File: src/rtl/vx_cache_flush_walker.sv
// vx_cache_flush_walker: per-bank flush sequencer for a writeback cache tag store.
// Walks every (set, way) in order and invalidates it through the tag-store flush
// port. Each dirty eviction reported by the tag store becomes exactly one line
// writeback request. Completion is reported with the number of lines written back.
module vx_cache_flush_walker #(
    parameter int CACHE_SIZE = 1024,
    parameter int LINE_SIZE  = 16,
    parameter int NUM_BANKS  = 1,
    parameter int NUM_WAYS   = 1,
    parameter int WORD_SIZE  = 1,
    localparam int CS_LINES_PER_BANK  = CACHE_SIZE / (LINE_SIZE * NUM_BANKS * NUM_WAYS),
    localparam int CS_LINE_SEL_BITS   = $clog2(CS_LINES_PER_BANK),
    localparam int CS_WORD_ADDR_WIDTH = 32 - $clog2(WORD_SIZE),
    localparam int CS_WORD_SEL_BITS   = $clog2(LINE_SIZE / WORD_SIZE),
    localparam int CS_BANK_SEL_BITS   = $clog2(NUM_BANKS),
    localparam int CS_LINE_ADDR_WIDTH = CS_WORD_ADDR_WIDTH - CS_WORD_SEL_BITS - CS_BANK_SEL_BITS,
    localparam int CS_TAG_SEL_BITS    = CS_LINE_ADDR_WIDTH - CS_LINE_SEL_BITS,
    localparam int CW                 = $clog2(CS_LINES_PER_BANK * NUM_WAYS + 1)
) (
    input  logic                          clk,
    input  logic                          reset,
    input  logic                          flush_req_valid,
    output logic                          flush_req_ready,
    output logic                          flush_rsp_valid,
    input  logic                          flush_rsp_ready,
    output logic [CW-1:0]                 flush_rsp_wb_count,
    output logic                          flush_line,
    output logic [NUM_WAYS-1:0]           flush_way_sel,
    output logic [CS_LINE_SEL_BITS-1:0]   flush_line_sel,
    input  logic                          flush_stall,
    input  logic                          eviction,
    input  logic [CS_TAG_SEL_BITS-1:0]    evicted_tag,
    output logic                          wb_req_valid,
    input  logic                          wb_req_ready,
    output logic [CS_LINE_ADDR_WIDTH-1:0] wb_req_line_addr,
    output logic [NUM_WAYS-1:0]           wb_req_way,
    output logic                          busy
);

    // With a single way the way counter still needs one bit; it simply never moves.
    localparam int WAY_BITS = (NUM_WAYS > 1) ? $clog2(NUM_WAYS) : 1;

    localparam logic [WAY_BITS-1:0]           WAY_ZERO    = {WAY_BITS{1'b0}};
    localparam logic [WAY_BITS-1:0]           WAY_ONE     = WAY_BITS'(1'b1);
    localparam logic [WAY_BITS-1:0]           WAY_LAST    = WAY_BITS'(NUM_WAYS - 1);
    localparam logic [CS_LINE_SEL_BITS-1:0]   SET_ZERO    = {CS_LINE_SEL_BITS{1'b0}};
    localparam logic [CS_LINE_SEL_BITS-1:0]   SET_ONE     = CS_LINE_SEL_BITS'(1'b1);
    localparam logic [CS_LINE_SEL_BITS-1:0]   SET_LAST    = CS_LINE_SEL_BITS'(CS_LINES_PER_BANK - 1);
    localparam logic [NUM_WAYS-1:0]           WSEL_ZERO   = {NUM_WAYS{1'b0}};
    localparam logic [NUM_WAYS-1:0]           WSEL_ONE    = NUM_WAYS'(1'b1);
    localparam logic [CW-1:0]                 CNT_ZERO    = {CW{1'b0}};
    localparam logic [CW-1:0]                 CNT_ONE     = CW'(1'b1);
    localparam logic [CS_LINE_ADDR_WIDTH-1:0] ADDR_ZERO   = {CS_LINE_ADDR_WIDTH{1'b0}};

    typedef enum logic [1:0] {
        ST_IDLE  = 2'd0,
        ST_ISSUE = 2'd1,
        ST_WB    = 2'd2,
        ST_DONE  = 2'd3
    } state_t;

    state_t                        state_r;
    logic [CS_LINE_SEL_BITS-1:0]   set_r;
    logic [WAY_BITS-1:0]           way_r;
    logic [CS_LINE_SEL_BITS-1:0]   next_set_s;
    logic [WAY_BITS-1:0]           next_way_s;
    logic [NUM_WAYS-1:0]           next_way_sel_s;
    logic                          last_entry_s;

    // Next walk position: ways of a set first, then the following set
    always_comb begin
        next_set_s = set_r;
        next_way_s = way_r;
        if (way_r == WAY_LAST) begin
            next_way_s = WAY_ZERO;
            next_set_s = set_r + SET_ONE;
        end else begin
            next_way_s = way_r + WAY_ONE;
            next_set_s = set_r;
        end
    end

    assign last_entry_s   = (way_r == WAY_LAST) && (set_r == SET_LAST);
    assign next_way_sel_s = WSEL_ONE << next_way_s;

    // Walk FSM: state, walk position and every output are registered here
    always_ff @(posedge clk or negedge reset) begin
        if (!reset) begin
            state_r            <= ST_IDLE;
            set_r              <= SET_ZERO;
            way_r              <= WAY_ZERO;
            flush_req_ready    <= 1'b1;
            flush_rsp_valid    <= 1'b0;
            flush_rsp_wb_count <= CNT_ZERO;
            flush_line         <= 1'b0;
            flush_way_sel      <= WSEL_ZERO;
            flush_line_sel     <= SET_ZERO;
            wb_req_valid       <= 1'b0;
            wb_req_line_addr   <= ADDR_ZERO;
            wb_req_way         <= WSEL_ZERO;
            busy               <= 1'b0;
        end else begin
            case (state_r)
                ST_IDLE: begin
                    if (flush_req_valid) begin
                        state_r            <= ST_ISSUE;
                        set_r              <= SET_ZERO;
                        way_r              <= WAY_ZERO;
                        flush_rsp_wb_count <= CNT_ZERO;
                        flush_req_ready    <= 1'b0;
                        busy               <= 1'b1;
                        flush_line         <= 1'b1;
                        flush_way_sel      <= WSEL_ONE;
                        flush_line_sel     <= SET_ZERO;
                    end
                end
                ST_ISSUE: begin
                    // A stalled access is simply retried with everything held.
                    if (!flush_stall) begin
                        if (eviction) begin
                            state_r            <= ST_WB;
                            flush_rsp_wb_count <= flush_rsp_wb_count + CNT_ONE;
                            wb_req_line_addr   <= {evicted_tag, set_r};
                            wb_req_way         <= flush_way_sel;
                            wb_req_valid       <= 1'b1;
                            flush_line         <= 1'b0;
                            flush_way_sel      <= WSEL_ZERO;
                            flush_line_sel     <= SET_ZERO;
                        end else if (last_entry_s) begin
                            state_r         <= ST_DONE;
                            flush_line      <= 1'b0;
                            flush_way_sel   <= WSEL_ZERO;
                            flush_line_sel  <= SET_ZERO;
                            flush_rsp_valid <= 1'b1;
                        end else begin
                            set_r          <= next_set_s;
                            way_r          <= next_way_s;
                            flush_way_sel  <= next_way_sel_s;
                            flush_line_sel <= next_set_s;
                        end
                    end
                end
                ST_WB: begin
                    // set_r/way_r still name the evicted entry, so advancing resumes the walk.
                    if (wb_req_ready) begin
                        wb_req_valid <= 1'b0;
                        if (last_entry_s) begin
                            state_r         <= ST_DONE;
                            flush_rsp_valid <= 1'b1;
                        end else begin
                            state_r        <= ST_ISSUE;
                            set_r          <= next_set_s;
                            way_r          <= next_way_s;
                            flush_line     <= 1'b1;
                            flush_way_sel  <= next_way_sel_s;
                            flush_line_sel <= next_set_s;
                        end
                    end
                end
                ST_DONE: begin
                    if (flush_rsp_ready) begin
                        state_r         <= ST_IDLE;
                        flush_rsp_valid <= 1'b0;
                        flush_req_ready <= 1'b1;
                        busy            <= 1'b0;
                    end
                end
                default: begin
                    state_r         <= ST_IDLE;
                    flush_req_ready <= 1'b1;
                    flush_rsp_valid <= 1'b0;
                    flush_line      <= 1'b0;
                    flush_way_sel   <= WSEL_ZERO;
                    flush_line_sel  <= SET_ZERO;
                    wb_req_valid    <= 1'b0;
                    busy            <= 1'b0;
                end
            endcase
        end
    end

endmodule

File: config.mk
export PLATFORM = sky130hd
export DESIGN_NAME = vx_cache_flush_walker
export DESIGN_NICKNAME = d
export VERILOG_FILES = /design/src/rtl/vx_cache_flush_walker.sv
export SDC_FILE = /design/constraint.sdc
export NUM_CORES = 1
export LEC_CHECK = 0
export CAP_MARGIN = 15
export CORE_ASPECT_RATIO = 0.7
export CORE_UTILIZATION = 35
export CTS_CLUSTER_DIAMETER = 60
export DETAILED_ROUTE_END_ITERATION = 7
export PLACE_DENSITY = 0.73
export SLEW_MARGIN = 30
export SYNTH_ARGS = -nofsm -noshare
export SYNTH_HDL_FRONTEND = slang
export SYNTH_SLANG_ARGS = --single-unit
File: constraint.sdc
create_clock -name clk -period 2.9 [get_ports clk]
set_clock_uncertainty 0.2 [all_clocks]
set_input_delay 0.435 -clock clk [delete_from_list [all_inputs] [get_ports clk]]
set_output_delay 0.435 -clock clk [all_outputs]
set_load 0.02 [all_outputs]
==> impl_table.tex, run 1 <==
\begin{tabular}{lr}
\hline
Metric & Value \\
\hline
\multicolumn{2}{l}{\textbf{Outcome}} \\
Run status & completed \\
\multicolumn{2}{l}{\textbf{Setup path}} \\
Category of the worst setup path capture point & flop \\
Sort of element at the start of the critical path & flop \\
Worst setup path class & flop to flop \\
Critical Path AT & 2.51 ns \\
Worst reg2reg path startpoint & state\_r[0]\$\_DFFE\_PN0P\_ \\
Reg2Reg Capture Point & flush\_way\_sel\$\_DFFE\_PN0P\_ \\
Depth of the worst register-to-register path & 6 \\
Crit path max fanout & 8 \\
Internal reg-to-reg setup slack & 0.40 ns \\
Required @ worst endpoint & 2.90 ns \\
\multicolumn{2}{l}{\textbf{Place}} \\
Final RePlAce weighted congestion & 0.8273 \\
Placed inst area & 0.003480 mm2 \\
Post-Place Setup Slack & 0.3793 ns \\
Port Buffers & 76 \\
Cell count after placement & 444 \\
Detailed-placement wirelength estimate & 4500 um \\
\multicolumn{2}{l}{\textbf{Clock network}} \\
\# Post-CTS Setup Buffers & 0 \\
Clock slew at the register clock pins of the worst setup and hold paths & approximately 0.11 ns \\
Cts bufs inserted & 5 \\
Root buffer selected by CTS & clkbuf\_8 \\
Clock latency of the later-clocked register in the worst-skew pair & 0.31 ns \\
Resize count post-CTS & 0 \\
Number of buffers on the longest clock path & 2 \\
Total number of clock tree sinks & 56 \\
Clock tree from TritonCTS & done \\
Count of hold buffers inserted by post-cts repair & 0 \\
Depth of the CTS H-tree & 2 \\
\multicolumn{2}{l}{\textbf{Global routing}} \\
Via count of the first global-routing pass & 2018 \\
Met1 track utilization from global routing & 0.2385 \\
Met3 GRT Util & 0.04032 \\
Most crowded layer after global routing & met2 \\
Global-route wire length before repair & roughly 10000 um \\
Initial antenna violation count & 0 \\
Met2 global-route usage & 0.2476 \\
Combined global-route utilization of all metal layers & 0.1653 \\
Overflow left after global routing & 0 \\
Largest net degree at the start of global routing & 43 \\
\multicolumn{2}{l}{\textbf{Drt}} \\
Total DRC errors in the routed layout & 0 \\
Routed Wire Length & between 6000 and 7000 um \\
1st-iter DRT viols & 124 \\
Number of vias per cell & around 4.9 \\
Number of antenna-violating nets in the routed design & 0 \\
Via count & 2228 \\
Detailed Routing Iterations Pass 1 & 4 \\
Average wire length per cell after detail routing & 13.77 um \\
\multicolumn{2}{l}{\textbf{Cells and area}} \\
Number of antenna repair diodes & 0 \\
Final standard cell utilization of the core & 0.4918 \\
Total of fill cells in the finished design & 714 \\
Count of nets after finishing & 390 \\
Fin cells & $\sim$450 \\
Final std cell area, no fill & 0.003583 mm2 \\
Area of the multi-input gates & between 0.001 and 0.0015 mm2 \\
Synth-to-Final Area Change & 35.99\% \\
Combined flip-flop and latch cell area & 0.001403 mm2 \\
Fraction of layout cells with a size suffix above 1 & 0.07042 \\
\multicolumn{2}{l}{\textbf{STA}} \\
Worst-case hold slack & 0.2826 ns \\
Slew of the pin with the lowest slew margin & 0.6123 ns \\
Setup repair after global routing missed its margin & no \\
Min cycle time layout & 2.504 ns \\
Worst slew margin relative to its limit & 0.5918 \\
FMAX & 0.3994 GHz \\
Count of endpoints failing setup in the final report & 0 \\
Total count of max-transition violations in the final report & 0 \\
Setup total negative slack & 0 ns \\
Final Worst Setup Slack & 0.3963 ns \\
Final hold violation count & 0 \\
Post-route clock period utilization & 0.8634 \\
\multicolumn{2}{l}{\textbf{Die}} \\
Die H & 74.60 um \\
Top-Level Pins & 77 \\
Die boundary width & 105.7 um \\
Starting density of the core & 0.3616 \\
Die area & 0.007885 mm2 \\
Number of rows in the core area & 26 \\
Area of the core region & $\sim$0.0073 mm2 \\
\multicolumn{2}{l}{\textbf{Synthesis}} \\
Post-Syn Area & 0.002635 mm2 \\
Library cell occupying the most area in the post-synthesis netlist & dfrtp\_1 \\
Count of unique library cells instantiated by Yosys & 50 \\
Most used flip-flop cell after synthesis & dfrtp\_1 \\
Synth top area share & 0.5223 \\
Yosys synthesis warning count & 0 \\
Fraction of registers with async set or reset after synthesis & 1.000 \\
Post-Syn Nets & 315 \\
Average footprint of a synthesized cell & 9.445 um2 \\
Cell types occupying the most area after synthesis & dfrtp\_1 (52\%), nand2\_1 (14\%), ha\_1 (3.3\%) \\
Gate Count Post-Synth & $\sim$280 \\
Flip-flop and latch count after synthesis & 56 \\
Fraction of the yosys area taken by sequential cells & 0.5323 \\
Post-synth EDFFs & 0 \\
\multicolumn{2}{l}{\textbf{Power and ir drop}} \\
Final Total Pwr & about 3.7 mW \\
Power Dens Cells & $\sim$1000 mW/mm2 \\
Leakage power total & 1.632 nW \\
Worst-case vdd ir drop & $\sim$0.00047 V \\
\multicolumn{2}{l}{\textbf{Min path}} \\
Origin of the worst min-delay path & wb\_req\_line\_addr[0]\$\_DFFE\_PN0P\_ \\
Classification of the worst-slack hold path & flop to flop \\
Hold Path Depth & 2 \\
Worst Hold Path EP & wb\_req\_line\_addr[0]\$\_DFFE\_PN0P\_ \\
\multicolumn{2}{l}{\textbf{Job}} \\
Max-cap violations & 0 \\
\hline
\end{tabular}
==> state kept, by name, indices dropped and copies added, names as in the netlist, 2 cells and up <==
signal and count:
wb_req_line_addr 28, flush_rsp_wb_count 7, flush_line_sel 6, set_r 6
state_r 2
==> cell usage in the layout, fill, tap and decap left out, types with 3 or more instances in the layout <==
cell	count
nand2_1	100
clkdlybuf4s50_1	75
dfrtp_1	55
o21ai_0	13
nor2_1	11
ha_1	7
inv_1	6
a21oi_1	6
nand3_1	6
nand2b_1	5
clkbuf_8	5
mux2i_1	4
o31ai_1	4
a32o_1	4
xnor2_1	4
buf_4	4
a31oi_1	3
==> worst max-delay path, stage by stage, from the launching register on <==
cell and delay, ns:
dfrtp_1 0.46, inv_1 0.15, ha_1 0.37, or2b_1 0.33, nand4b_1 0.25, or2_1 0.29
mux2_2 0.36
==> cell families (layout without fill, tap and decap cells) <==
group	after synthesis	after routing	share of synthesized area
flops	56	56	0.5323
buf+inv	18	94	0.03086
fa+ha+maj	7	7	0.03324
mux	7	7	0.03086
xor+xnor	5	5	0.01662
compound gates	42	42	0.1116
simple gates	144	144	0.2446
==> power breakdown <==
group | internal, mW | leakage (nW) | total (mW) | switching, mW
Clock | 0.174 | 0.0485 | 0.435 | 0.261
Combinational | 0.892 | 0.875 | 1.94 | 1.04
Sequential | 1.08 | 0.708 | 1.30 | 0.221
==> layer usage <==
layer / vias up / wire length, um / part of all wire
met4: 0 / 57 / 0.0091
met2: 69 / 2611 / 0.42
met3: 8 / 378 / 0.061
li1: 1084 / - / -
met5: - / 0 / 0
met1: 1067 / 3190 / 0.51
==> Yosys cell counts (2+ instances only) <==
| master | number |
|---|---|
| and3_1 | 2 |
| a21oi_1 | 6 |
| xnor2_1 | 4 |
| a32o_1 | 4 |
| clkbuf_1 | 8 |
| a31oi_1 | 3 |
| o31ai_1 | 4 |
| mux2_4 | 2 |
| o2bb2ai_1 | 2 |
| inv_1 | 6 |
| a211oi_1 | 2 |
| nand2b_1 | 5 |
| dfrtp_1 | 55 |
| nor2_1 | 12 |
| mux2i_1 | 4 |
| nand2_1 | 100 |
| nand3_1 | 6 |
| o21ai_0 | 13 |
| ha_1 | 7 |
| nor3_1 | 2 |
| and4_1 | 2 |
| buf_2 | 2 |
==> worst max path at each step <==
stage,startpoint,slack [ns],to
2_1_floorplan,state_r[0]$_DFFE_PN0P_,0.60,set_r[0]$_DFFE_PN0P_
3_3_place_gp,eviction,0.41,set_r[0]$_DFFE_PN0P_
3_5_place_dp,flush_req_valid,0.38,flush_way_sel$_DFFE_PN0P_
4_1_cts,state_r[0]$_DFFE_PN0P_,0.41,flush_way_sel$_DFFE_PN0P_
5_1_grt,state_r[0]$_DFFE_PN0P_,0.27,flush_line_sel[4]$_DFFE_PN0P_
6_report,state_r[0]$_DFFE_PN0P_,0.40,flush_way_sel$_DFFE_PN0P_
==> cell type report <==
cell class | count | area share
clock buffers | 5 | 0.01920
clock inverters | 3 | 0.006285
inverters | 6 | 0.006285
multi-input cells | 205 | 0.3219
flip-flops and latches | 56 | 0.3914
well taps | 98 | 0.03422
repair buffers | 80 | 0.2207
(Power assumes the default switching activity.)
==> run 2, diff against run 1 <==
--- a/config.mk
+++ b/config.mk
@@ -8,7 +8,6 @@
 export CAP_MARGIN = 15
 export CORE_ASPECT_RATIO = 0.7
 export CORE_UTILIZATION = 35
-export CTS_CLUSTER_DIAMETER = 60
 export DETAILED_ROUTE_END_ITERATION = 7
 export PLACE_DENSITY = 0.73
 export SLEW_MARGIN = 30
==> results of run 2 <==
No change in the layout: final DEF, timing and power equal those of run 1.
==> run 3, diff against run 2 <==
--- a/config.mk
+++ b/config.mk
@@ -9,7 +9,8 @@
 export CORE_ASPECT_RATIO = 0.7
 export CORE_UTILIZATION = 35
 export DETAILED_ROUTE_END_ITERATION = 7
-export PLACE_DENSITY = 0.73
+export DONT_BUFFER_PORTS = 1
+export PLACE_DENSITY = 0.6
 export SLEW_MARGIN = 30
 export SYNTH_ARGS = -nofsm -noshare
 export SYNTH_HDL_FRONTEND = slang
==> impl_table.tex, run 3 (synthesis gave the netlist of run 1 again) <==
\begin{tabular}{lr}
\hline
Metric & Value \\
\hline
\multicolumn{2}{l}{\textbf{Setup path}} \\
Stage delay of the slowest cell on the critical path & 0.46 ns (about the same) \\
Category of the worst setup path capture point & flop \\
Required @ worst endpoint & 2.90 ns (about the same) \\
Crit path max fanout & 8 (unchanged) \\
Critical Path AT & 2.48 ns (-0.03 ns) \\
Sort of element at the start of the critical path & flop \\
Standard cell with the maximum stage delay on the critical path & dfrtp\_1 \\
List of cells traversed by the critical path & inv\_1 -> ha\_1 -> or2b\_1 -> nand4b\_1 -> or2\_1 -> mux2\_2 \\
Count of buffering cells on the critical path with inverters included & 1 (unchanged) \\
Cell family with most CP delay & simple AND/OR/NAND/NOR gates \\
Worst setup path class & flop to flop \\
\multicolumn{2}{l}{\textbf{STA}} \\
Final Worst Setup Slack & 0.4147 ns (+0.01846 ns) \\
Worst-case hold slack & 0.02661 ns (-0.2560 ns) \\
Final hold violation count & 0 (unchanged) \\
Count of endpoints failing setup in the final report & 0 (unchanged) \\
Total count of max-transition violations in the final report & 0 (unchanged) \\
Min cycle time layout & 2.485 ns (-0.01846 ns) \\
Worst slew margin relative to its limit & 0.5852 (-0.006604) \\
Setup total negative slack & 0 ns (unchanged) \\
Setup repair after global routing missed its margin & no \\
Slew of the pin with the lowest slew margin & 0.6065 ns (-0.005778 ns) \\
Post-route clock period utilization & 0.8570 (-0.006364) \\
FMAX & 0.4024 GHz (+0.74\%) \\
\multicolumn{2}{l}{\textbf{Global routing}} \\
Overflow left after global routing & 0 (unchanged) \\
Most crowded layer after global routing & met2 \\
Initial antenna violation count & 0 (unchanged) \\
Largest net degree at the start of global routing & 57 (+33\%) \\
Met3 GRT Util & 0.05960 (+0.01928) \\
Met1 track utilization from global routing & 0.2121 (-0.02646) \\
Met2 global-route usage & 0.2186 (-0.02905) \\
Global-route wire length before repair & 9087 um (-10\%) \\
Combined global-route utilization of all metal layers & 0.1508 (-0.01453) \\
Via count of the first global-routing pass & 1737 (-14\%) \\
\multicolumn{2}{l}{\textbf{Drt}} \\
Total DRC errors in the routed layout & 0 (unchanged) \\
Number of vias per cell & 5.019 (+2.0\%) \\
Number of antenna-violating nets in the routed design & 0 (unchanged) \\
1st-iter DRT viols & 141 (+14\%) \\
Detailed Routing Iterations Pass 1 & 4 (unchanged) \\
Via count & 1887 (-15\%) \\
Routed Wire Length & 5846 um (-6.3\%) \\
Average wire length per cell after detail routing & 15.55 um (+13\%) \\
\multicolumn{2}{l}{\textbf{Place}} \\
Detailed-placement wirelength estimate & 4144 um (-7.9\%) \\
Port Buffers & 0 (-100\%) \\
Cell count after placement & 366 (-18\%) \\
Post-Place Setup Slack & 0.4296 ns (+0.05031 ns) \\
Final RePlAce weighted congestion & 0.7982 (-3.5\%) \\
\multicolumn{2}{l}{\textbf{Clock network}} \\
Total number of clock tree sinks & 56 (unchanged) \\
Clock latency of the later-clocked register in the worst-skew pair & 0.31 ns (about the same) \\
Count of hold buffers inserted by post-cts repair & 2 (+2) \\
Cts bufs inserted & 5 (unchanged) \\
Number of buffers on the longest clock path & 2 (unchanged) \\
Root buffer selected by CTS & clkbuf\_8 \\
\# Post-CTS Setup Buffers & 0 (unchanged) \\
Clock slew at the register clock pins of the worst setup and hold paths & 0.10 ns (about the same) \\
Clock tree from TritonCTS & done \\
Resize count post-CTS & 0 (unchanged) \\
Depth of the CTS H-tree & 2 (unchanged) \\
\multicolumn{2}{l}{\textbf{Cells and area}} \\
Commonest non-fill, non-tap cell in the layout & nand2\_1 \\
Largest registers & wb\_req\_line\_addr: 28 flops, flush\_rsp\_wb\_count: 7 flops \\
Flip-flop count of the largest register after layout & 28 (unchanged) \\
Total of fill cells in the finished design & 730 (+2.2\%) \\
Synth-to-Final Area Change & 7.787\% \\
Fraction of layout cells with a size suffix above 1 & 0.07914 (+0.008714) \\
Most frequent cells in the layout & nand2\_1 (100), dfrtp\_1 (55), o21ai\_0 (13) \\
Largest reg by FF count & wb\_req\_line\_addr \\
Count of nets after finishing & 313 (-20\%) \\
Number of antenna repair diodes & 0 (unchanged) \\
Fin cells & 376 (-17\%) \\
\multicolumn{2}{l}{\textbf{Power and ir drop}} \\
P\_int & 1.738 mW (-19\%) \\
Power Dens Cells & 1126 mW/mm2 (+9.8\%) \\
Worst-case vdd ir drop & 0.0003322 V (-30\%) \\
Switching pwr & 1.459 mW (-4.5\%) \\
Switching fraction of total power & 0.4563 (+0.04080) \\
Register share of total power & 0.515 (+0.160) \\
Leakage power total & 1.344 nW (-18\%) \\
Relative contribution of combinational cells to total power & 0.343 (-0.184) \\
Part of the power in the clock network & 0.142 (+0.024) \\
\multicolumn{2}{l}{\textbf{Die}} \\
Starting density of the core & 0.3616 (unchanged) \\
Die area & 0.007885 mm2 (unchanged) \\
Top-Level Pins & 77 (unchanged) \\
Die boundary width & 105.7 um (unchanged) \\
Area of the core region & 0.007287 mm2 (unchanged) \\
Die H & 74.60 um (unchanged) \\
Number of rows in the core area & 26 (unchanged) \\
\multicolumn{2}{l}{\textbf{Min path}} \\
Classification of the worst-slack hold path & input port to flop \\
\multicolumn{2}{l}{\textbf{Job}} \\
Max-cap violations & 0 (unchanged) \\
\multicolumn{2}{l}{\textbf{Outcome}} \\
Run status & completed \\
\hline
\end{tabular}
## run 3: power groups by stage
stage                     clock network [mW]  logic (mW)  registers, mW
after global placement                     0        1.03           1.66
after floorplan                            0       0.919           1.58
after global routing                   0.503        1.24           1.69
after detailed placement                   0        1.07           1.67
final                                  0.455        1.10           1.65
after CTS                              0.478        1.11           1.65
## run 3: metal layers
layer,up-vias,wire [um]
met3,2,531
met4,0,14
met5,-,0
met1,897,2815
li1,928,-
met2,60,2485
## run 3: worst register-to-register path: cells and delay by family (launching register included)
family        cells  cell delay (ns)
fa+ha+maj         1             0.36
buf+inv           1             0.16
flops             1             0.46
mux               1             0.37
simple gates      3             0.84
## run 3: per-stage QoR
| step | area (um2) | util | power, mW |
|---|---|---|---|
| floorplan | 2635 | - | 2.496 |
| global placement | 2709 | 0.3717 | 2.693 |
| detailed placement | 2709 | 0.3717 | 2.742 |
| CTS | 2840 | 0.3898 | 3.233 |
| global route | 2840 | 0.3898 | 3.434 |
| finish | 2840 | 0.3898 | 3.197 |
## run 3: final timing paths
kind | start | endpoint | slack [ns] | depth (start not counted)
max in group asynchronous | reset | flush_req_ready$_DFFE_PN1P_ | 1.78 | 2
setup reg to reg | state_r[0]$_DFFE_PN0P_ | flush_way_sel$_DFFE_PN0P_ | 0.41 | 6
setup / recovery | state_r[0]$_DFFE_PN0P_ | flush_way_sel$_DFFE_PN0P_ | 0.41 | 6
min in group asynchronous | reset | wb_req_line_addr[23]$_DFFE_PN0P_ | 0.44 | 2
hold / removal | evicted_tag[11] | wb_req_line_addr[17]$_DFFE_PN0P_ | 0.03 | 2
hold reg to reg | set_r[0]$_DFFE_PN0P_ | wb_req_line_addr[0]$_DFFE_PN0P_ | 0.36 | 2
## run 3: layout make-up
class	count	area [um2]	area share
repair buffers	3	45.04	0.01586
clock buffers	7	86.33	0.03040
multi-input cells	205	1154	0.4062
flip-flops and latches	56	1403	0.4938
well taps	98	122.6	0.04317
inverters	6	22.52	0.007930
clock inverters	1	7.507	0.002643
